**src/rtl/bus_master_if.sv**
```systemverilog
// bus_master_if: master-side bus front end. Queues local commands, requests the bus for the head entry,
// runs the transfer while granted and retires it on the ack falling edge. Watchdog abort under BMIF_TIMEOUT_EN.
module bus_master_if #(
  parameter int ADDR_W  = 8,
  parameter int DATA_W  = 8,
  parameter int DEPTH   = 4,
  parameter int TIMEOUT = 16
) (
  input  logic              clk,
  input  logic              rst,
  input  logic              cmd_valid,
  output logic              cmd_ready,
  input  logic              cmd_we,
  input  logic [ADDR_W-1:0] cmd_addr,
  input  logic [DATA_W-1:0] cmd_wdata,
  output logic              req,
  output logic              slave_id,
  input  logic              gnt,
  input  logic              ack,
  output logic              bus_en,
  output logic              bus_we,
  output logic [ADDR_W-1:0] bus_addr,
  output logic [DATA_W-1:0] bus_wdata,
  input  logic [DATA_W-1:0] bus_rdata,
  output logic              rsp_valid,
  output logic [DATA_W-1:0] rsp_rdata,
  output logic              rsp_err
);

  localparam int          PW       = $clog2(DEPTH);
  localparam logic [PW:0] FULL_CNT = DEPTH[PW:0];

  typedef enum logic [2:0] {
    S_IDLE = 3'd0,
    S_REQ  = 3'd1,
    S_XFER = 3'd2,
    S_ACKH = 3'd3,
    S_GAP  = 3'd4
  } state_t;

  state_t state_q, state_d;

  logic              we_mem_q    [DEPTH];
  logic [ADDR_W-1:0] addr_mem_q  [DEPTH];
  logic [DATA_W-1:0] wdata_mem_q [DEPTH];
  logic [PW-1:0]     wr_ptr_q, rd_ptr_q;
  logic [PW:0]       count_q, count_d;
  logic              cmd_ready_q;
  logic              push_s, pop_s;

  logic              req_q, req_d;
  logic              slave_id_q, slave_id_d;
  logic              bus_en_q, bus_en_d;
  logic              bus_we_q, bus_we_d;
  logic [ADDR_W-1:0] bus_addr_q, bus_addr_d;
  logic [DATA_W-1:0] bus_wdata_q, bus_wdata_d;
  logic              rsp_valid_q, rsp_valid_d;
  logic [DATA_W-1:0] rsp_rdata_q, rsp_rdata_d;

  assign push_s = cmd_valid & cmd_ready_q;

  always_ff @(posedge clk) begin
    if (push_s) begin
      we_mem_q[wr_ptr_q]    <= cmd_we;
      addr_mem_q[wr_ptr_q]  <= cmd_addr;
      wdata_mem_q[wr_ptr_q] <= cmd_wdata;
    end
  end

  always_comb begin
    case ({push_s, pop_s})
      2'b10:   count_d = count_q + 1'b1;
      2'b01:   count_d = count_q - 1'b1;
      default: count_d = count_q;
    endcase
  end

  // Ready is registered, so it looks ahead at the post-update occupancy.
  always_ff @(posedge clk) begin
    if (!rst) begin
      wr_ptr_q    <= '0;
      rd_ptr_q    <= '0;
      count_q     <= '0;
      cmd_ready_q <= 1'b1;
    end else begin
      if (push_s) wr_ptr_q <= wr_ptr_q + 1'b1;
      if (pop_s)  rd_ptr_q <= rd_ptr_q + 1'b1;
      count_q     <= count_d;
      cmd_ready_q <= (count_d != FULL_CNT);
    end
  end

`ifdef BMIF_TIMEOUT_EN
  localparam int          TW      = $clog2(TIMEOUT + 1);
  localparam logic [TW-1:0] TMO_LIM = TIMEOUT[TW-1:0];

  logic [TW-1:0] tmo_cnt_q, tmo_cnt_d;
  logic          busy_s, tmo_hit_s;
  logic          rsp_err_q, rsp_err_d;

  assign busy_s    = (state_q == S_XFER) || (state_q == S_ACKH);
  assign tmo_hit_s = busy_s && ((tmo_cnt_q + 1'b1) == TMO_LIM);

  always_comb begin
    if (state_q == S_REQ && gnt) begin
      tmo_cnt_d = '0;
    end else if (busy_s) begin
      tmo_cnt_d = tmo_cnt_q + 1'b1;
    end else begin
      tmo_cnt_d = tmo_cnt_q;
    end
  end

  always_ff @(posedge clk) begin
    if (!rst) begin
      tmo_cnt_q <= '0;
      rsp_err_q <= 1'b0;
    end else begin
      tmo_cnt_q <= tmo_cnt_d;
      rsp_err_q <= rsp_err_d;
    end
  end

  assign rsp_err = rsp_err_q;
`else
  logic tmo_unused_s;
  assign tmo_unused_s = (TIMEOUT != 32'd0);
  assign rsp_err      = 1'b0;
`endif

  always_comb begin
    state_d     = state_q;
    pop_s       = 1'b0;
    req_d       = req_q;
    slave_id_d  = slave_id_q;
    bus_en_d    = bus_en_q;
    bus_we_d    = bus_we_q;
    bus_addr_d  = bus_addr_q;
    bus_wdata_d = bus_wdata_q;
    rsp_valid_d = 1'b0;
    rsp_rdata_d = rsp_rdata_q;
`ifdef BMIF_TIMEOUT_EN
    rsp_err_d   = 1'b0;
`endif
    case (state_q)
      S_IDLE: begin
        if (count_q != '0) begin
          state_d    = S_REQ;
          req_d      = 1'b1;
          slave_id_d = addr_mem_q[rd_ptr_q][ADDR_W-1];
        end else begin
          state_d = S_IDLE;
        end
      end
      S_REQ: begin
        if (gnt) begin
          state_d     = S_XFER;
          bus_en_d    = 1'b1;
          bus_we_d    = we_mem_q[rd_ptr_q];
          bus_addr_d  = addr_mem_q[rd_ptr_q];
          bus_wdata_d = wdata_mem_q[rd_ptr_q];
        end else begin
          state_d = S_REQ;
        end
      end
      S_XFER: begin
        if (ack) begin
          state_d = S_ACKH;
          if (!bus_we_q) rsp_rdata_d = bus_rdata;
          else           rsp_rdata_d = rsp_rdata_q;
        end else begin
          state_d = S_XFER;
        end
      end
      S_ACKH: begin
        // Keep recapturing while ack is high; the last ack-high sample is returned.
        if (ack) begin
          state_d = S_ACKH;
          if (!bus_we_q) rsp_rdata_d = bus_rdata;
          else           rsp_rdata_d = rsp_rdata_q;
        end else begin
          state_d     = S_GAP;
          pop_s       = 1'b1;
          rsp_valid_d = 1'b1;
          req_d       = 1'b0;
          bus_en_d    = 1'b0;
        end
      end
      S_GAP: begin
        if (!gnt) state_d = S_IDLE;
        else      state_d = S_GAP;
      end
      default: begin
        state_d  = S_IDLE;
        req_d    = 1'b0;
        bus_en_d = 1'b0;
      end
    endcase
`ifdef BMIF_TIMEOUT_EN
    // A normal retire on the ack falling edge wins over a coincident timeout.
    if (tmo_hit_s && !(state_q == S_ACKH && !ack)) begin
      state_d     = S_GAP;
      pop_s       = 1'b1;
      rsp_valid_d = 1'b1;
      rsp_err_d   = 1'b1;
      rsp_rdata_d = rsp_rdata_q;
      req_d       = 1'b0;
      bus_en_d    = 1'b0;
    end else begin
      rsp_err_d = 1'b0;
    end
`endif
  end

  always_ff @(posedge clk) begin
    if (!rst) begin
      state_q     <= S_IDLE;
      req_q       <= 1'b0;
      slave_id_q  <= 1'b0;
      bus_en_q    <= 1'b0;
      bus_we_q    <= 1'b0;
      bus_addr_q  <= '0;
      bus_wdata_q <= '0;
      rsp_valid_q <= 1'b0;
      rsp_rdata_q <= '0;
    end else begin
      state_q     <= state_d;
      req_q       <= req_d;
      slave_id_q  <= slave_id_d;
      bus_en_q    <= bus_en_d;
      bus_we_q    <= bus_we_d;
      bus_addr_q  <= bus_addr_d;
      bus_wdata_q <= bus_wdata_d;
      rsp_valid_q <= rsp_valid_d;
      rsp_rdata_q <= rsp_rdata_d;
    end
  end

  assign cmd_ready = cmd_ready_q;
  assign req       = req_q;
  assign slave_id  = slave_id_q;
  assign bus_en    = bus_en_q;
  assign bus_we    = bus_we_q;
  assign bus_addr  = bus_addr_q;
  assign bus_wdata = bus_wdata_q;
  assign rsp_valid = rsp_valid_q;
  assign rsp_rdata = rsp_rdata_q;

endmodule

```
**config.mk**
```make
export PLATFORM = sky130hd
export DESIGN_NAME = bus_master_if
export DESIGN_NICKNAME = d
export VERILOG_FILES = /design/src/rtl/bus_master_if.sv
export SDC_FILE = /design/constraint.sdc
export NUM_CORES = 1
export LEC_CHECK = 0
export ABC_AREA = 1
export BUFFER_PORTS_ARGS = -buffer_cell sky130_fd_sc_hd__buf_2
export CAP_MARGIN = 0
export CORE_MARGIN = 8
export CORE_UTILIZATION = 44
export CTS_CLUSTER_DIAMETER = 60
export CTS_CLUSTER_SIZE = 24
export DETAILED_ROUTE_END_ITERATION = 8
export MAX_ROUTING_LAYER = met4
export PLACE_DENSITY_LB_ADDON = 0.25
export SYNTH_ARGS = -nofsm -noshare
export SYNTH_HDL_FRONTEND = slang
export SYNTH_SLANG_ARGS = --single-unit
```
**constraint.sdc**
```tcl
create_clock -name clk -period 2.3 [get_ports clk]
set_input_delay 0.46 -clock clk [delete_from_list [all_inputs] [get_ports clk]]
set_output_delay 0.46 -clock clk [all_outputs]
set_load 0.005 [all_outputs]
```
* Word-level counts from Yosys, hierarchy flattened
Memory sizes are Yosys's and may differ from the RTL's. A register that Yosys moved wholly into a read port is not among the register bits. Cells that the tools add are included.
Storage, ports and cells: memories kept 3, memory bits (read-only) 0, memory bits (writable) 68, register bits after elaboration 31, bits of input ports 30, output and inout port bits 31, latch bits 0, word-level logic and storage cells 62
Memories:
- addr_mem_q | words 4, bits a word 8, rd ports 1, clocked after memory_dff 1, wr ports 1, RTL line 44 | logic [ADDR_W-1:0] addr_mem_q [DEPTH];
- wdata_mem_q | words 4, bits a word 8, rd ports 1, clocked after memory_dff 1, wr ports 1, RTL line 45 | logic [DATA_W-1:0] wdata_mem_q [DEPTH];
- we_mem_q | words 4, bits a word 1, rd ports 1, clocked after memory_dff 1, wr ports 1, RTL line 43 | logic we_mem_q [DEPTH];
Operators by class: divide/modulo/power cells 0, $add $sub $neg 4, shift operators 0, multiply operators 0, eq/ne operators 10, magnitude comparators 0, reduce and logical (&&, ||, !) cells 12, bitwise logic cells 4, mux-type cells 18
Operator list (number):
- $pmux 3 s5 | 1
- $mux 1 | 9
- $reduce_and 3->1 | 3
- $eq 3x2->1 const B | 2
- $mux 2 | 3
- $mux 3 | 2
- $ne 2x2->1 const B | 3
- $pmux 1 s3 | 2
- $pmux 3 s2 | 1
- $reduce_or 3->1 | 2
- $add 2x1->2 const B | 2
- $reduce_and 2->1 | 2
- $add 3x1->3 const B | 1
- $eq 3x1->1 const B | 1
- $eq 3x3->1 const B | 1
- $logic_not 3->1 | 1
- $ne 3x3->1 const B | 1
- $not 1->1 | 3
- $reduce_bool 3->1 | 1
- $sub 3x1->3 const B | 1
- $eq 2x1->1 const B | 1
- $eq 2x2->1 const B | 1
- $logic_not 1->1 | 2
- $reduce_or 2->1 | 1
- $and 1x1->1 | 1

* Logic depth before layout (Yosys ltp)
depth in word-level cells 5, gate-level depth with buffers 12, gate-level depth less buffers 12

* Least setup slack after synthesis
No wires, ideal clock.
path type in2reg, start input ack, end register cmd_ready_q, in the netlist cmd_ready, required time 2181 ps, library setup time 119 ps, stages 11, path buffers 0, setup slack 368 ps, data arrival time 1813 ps, cell sequence or2_4 > nor2_4 > ha_1 > inv_1 > fa_1 > inv_1 > nand2_1 > nand3_1 > o21ai_0 > a21oi_1 > nand2_1
On the way: longest elaborated chain between the ends 5, elaborated cells on any way between the ends 6, those cells by class eq/ne (3); mux (3)
Ends and longest elaborated chain:
- start: declaration | RTL line 19 | input logic ack,
- $mux 1 (*) | RTL line 177 | if (ack) begin
- $mux 1 (*) | RTL line 145 | case (state_q)
- named net pop_s | RTL line 49 | logic push_s, pop_s;
- $eq 2x1->1 / $eq 2x2->1 (equally long branches) | RTL line 71 | case ({push_s, pop_s})
- $pmux 3 s2 (*) | RTL line 71
- $ne 3x3->1 (*) | RTL line 89 | cmd_ready_q <= (count_d != FULL_CNT);
- end signal: assignment | RTL line 89
- end: declaration | RTL line 48 | logic cmd_ready_q;
The timed path passes the listed nets; every way through them passes the cells marked *. A chain may end at the register's enable or synchronous reset.

* Final worst setup path
start register state_q[1], end register cmd_ready_q, in the netlist cmd_ready
On the way: longest elaborated chain between the ends 5, elaborated cells on any way between the ends 6, those cells by class eq/ne (4); mux (2)
Ends and longest elaborated chain:
- start: declaration | RTL line 41 | state_t state_q, state_d;
- start signal: assignment | RTL line 227 | state_q <= state_d;
- $eq 3x2->1 (*) | RTL line 145
- $mux 1 (*) | RTL line 145
- named net pop_s | RTL line 49
- $eq 2x1->1 / $eq 2x2->1 (equally long branches) | RTL line 71
- $pmux 3 s2 (*) | RTL line 71
- $ne 3x3->1 (*) | RTL line 89
Marked as above.

==> impl_results.md <==
* H-Tree Depth at 3
* Seq. cell area at 0.00288 sq mm
* Slowest Stage Delay on Critical Path at 0.38 ns
* DR iter-0 viols at 157
* Detailed-route DRC error count at 0
* # Post-CTS Setup Buffers at 0
* TritonCTS Buffers at 9
* MaxCap Viol Count at 0
* Count of different cell masters after synthesis at 33
* Final Worst Setup Slack at 0.208 ns
* Vias in the first global route at 2826
* Top Ports at 61
* Most common cell after layout, fill and taps aside: nor2_1
* Finish-stage setup viols at 0
* Synthesis-stage register bit count at 110
* Worst EP arrival at 2.34 ns
* VDD IR max at 0.354 mV
* Die Height at 114 um
* Pwr dens at 766 mW/mm^2
* RSZ-0062 raised after global routing: false
* Status: finished clean
* Power Total at 3.72 mW
* Mapped Area at 0.00426 sq mm
* Worst Setup SP: state_q[1]$_SDFF_PN0_
* Placer congestion estimate at 0.819
* Critical Path End Type: flop
* Initial antenna violation count at 0
* Crit Path Category: flop to flop
* First-pass GRT wire length at 13.6 mm
* Die area at 0.0131 sq mm
* Final core utilization at 50.5%
* Crit path buf inv count at 3
* Mapped Cells at 387
* Total grt overflow at 0
* Largest net degree at the start of global routing at 36
* Detailed Place HPWL at 5.56 mm
* Fin. Hold Viols at 0
* Pins over their slew limit at 0
* Synth Area per Inst at 11.0 sq um
* Clock skew at 0.0166 ns
* Antenna Cells at 0
* CTS Root Cell: clkbuf_8
* Clock-pin transition on the worst setup and hold timing paths at 0.11 ns
* Most frequent cells in the layout: nor2_1 (96), edfxtp_1 (68), buf_2 (59)
* Slew headroom at 63.6%
* Crit path max-delay family: simple AND/OR/NAND/NOR gates
* Post-DP Area at 0.00467 sq mm
* Sw Share at 25.2%
* Total core area at 0.00959 sq mm
* Layout cells sized above 1 at 20.4%
* Starting density of the core at 44.4%
* Clock share of power at 28.1%
* Post-cts resize count at 0
* Via count at 2853
* Fin crit period at 2.09 ns
* Post-Layout Cell Count at 588
* Worst-case clock buffer depth at 2
* Worst EP required at 2.55 ns
* Layout area overhead at 13.8%
* Peak fanout along the critical path at 5
* Fin crit share at 90.9%
* Site Rows at 36
* GR Util met1 at 15.9%
* Post-CTS Hold Buffers at 0
* Final nets at 486
* Sequential area share after synthesis at 67.6%
* Setup TNS at 0 ns
* # fillers at 874
* Top FF cell, synth: edfxtp_1
* Worst-Margin Slew at 0.545 ns
* CP cell instances: inv_2 -> or2_4 -> nor2_4 -> ha_1 -> inv_1 -> fa_1 -> inv_1 -> nand2_1 -> nand3_1 -> o21ai_0 -> a21oi_1 -> nand2_1
* TritonRoute pass-1 iters at 4
* Routed WL at 8.46 mm
* Area occupied by multi-input gates at 0.00114 sq mm
* Slowest CP cell: dfxtp_1
* GRT Total Usage at 13.8%
* Dpl cells at 572
* CTS tree: built
* PortBufs at 59
* Min Hold Slack at 0.306 ns
* Antenna Nets Post-Route at 0
* Clk_lat worst skew at 0.36 ns
* Post-DR vias/cell at 4.85
* Cell-internal power at 2.78 mW
* Post-synth EDFFs at 68
* Yosys Warn Count at 0
* Clock Sinks at 110
* FMAX at 478 MHz
* Comb pwr share at 10.7%
* GR Util met3 at 3.43%
* HP Start: cmd_wdata[2]
* Critical Path Source Type: flop
* Sequential power share at 61.2%
* Synthesized Nets at 423
* Ys async rst share at 0%
* P_leak at 1.94 nW
* Routed wire per std cell at 14.4 um
* Top Usage Layer GRT: met2
* Crit Reg-Reg Startpoint: state_q[1]$_SDFF_PN0_
* Chip width at 114 um
* HP Class: input port to flop
* Met2 Use GR at 22.5%
* Design area at 0.00485 sq mm
* DP Worst Slack at 0.0750 ns
* Net Sw Power at 935 uW
## cell families after synthesis
| logic type | synth area share, % |
|---|---|
| AO/OA/AOI/OAI | 11.8 |
| XOR/XNOR | 0.206 |
| adder cells (fa/ha/maj) | 1.94 |
| buffers and inverters | 5.52 |
| flip-flops | 67.6 |
| other | 0.0880 |
| AND/OR/NAND/NOR | 12.8 |
## power groups by stage
stage	Clock, mW	Sequential, mW	Combinational, mW
after global routing	1.16	2.29	0.456
after CTS	1.08	2.27	0.403
after floorplan	0	2.32	0.248
final	1.05	2.27	0.397
after global placement	0	2.32	0.394
after detailed placement	0	2.32	0.402
## cells in the mapped netlist (2+ instances only)
library cell	instances	area share [%]
nand3_1	6	0.70
edfxtp_1	68	48
clkbuf_1	2	0.18
nor2_1	96	8.5
a31oi_1	16	2.3
o21ai_2	2	0.41
nand2_1	20	1.8
o21ai_0	53	6.2
ha_1	5	1.5
a21oi_1	10	1.2
buf_4	5	0.88
nor2_4	2	0.53
inv_1	27	2.4
dfxtp_1	42	20
inv_2	2	0.18
o21ai_1	11	1.3
clkbuf_2	2	0.23
buf_2	3	0.35
## worst register-to-register path, cell delays in order, from the launching register on
cell     delay [ns]
dfxtp_1        0.38
inv_2          0.08
or2_4          0.25
nor2_4         0.13
ha_1           0.19
inv_1          0.07
fa_1           0.37
inv_1          0.07
nand2_1        0.05
nand3_1        0.08
o21ai_0        0.08
a21oi_1        0.19
nand2_1        0.07
## metal layers
metal / vias up / part of all wire (%)
li1: 1446 / -
met1: 1342 / 47
met2: 58 / 47
met3: 7 / 4.8
met4: 0 / 1.2
met5: - / 0
## worst paths after layout
| check | end | slack [ns] | depth (start not counted) |
|---|---|---|---|
| worst max-delay path | cmd_ready$_SDFF_PN1_ | 0.21 | 12 |
| worst max register to register | cmd_ready$_SDFF_PN1_ | 0.21 | 12 |
| worst min-delay path | wdata_mem_q[0][2]$_DFFE_PP_ | 0.31 | 1 |
| worst min register to register | req$_SDFFE_PN0P_ | 0.47 | 2 |
## layout make-up
cell class,instances,share of cell area [%]
sequential,110,59.5
clock buffer,11,2.71
tap,133,3.43
inverter,29,2.25
multi-input combinational,231,23.6
timing repair buffer,69,7.64
clock inverter,5,0.929
## state kept, by name (all words and copies together) (netlist names), named ones only
name and flops:
addr_mem_q 32, wdata_mem_q 32, bus_addr 8, bus_wdata 8, rsp_rdata 8, we_mem_q 4, count_q 3, state_q 3
rd_ptr_q 2, wr_ptr_q 2, bus_en 1, bus_we 1, cmd_ready 1, req 1, rsp_valid 1, slave_id 1
(Power assumes the default switching activity.)
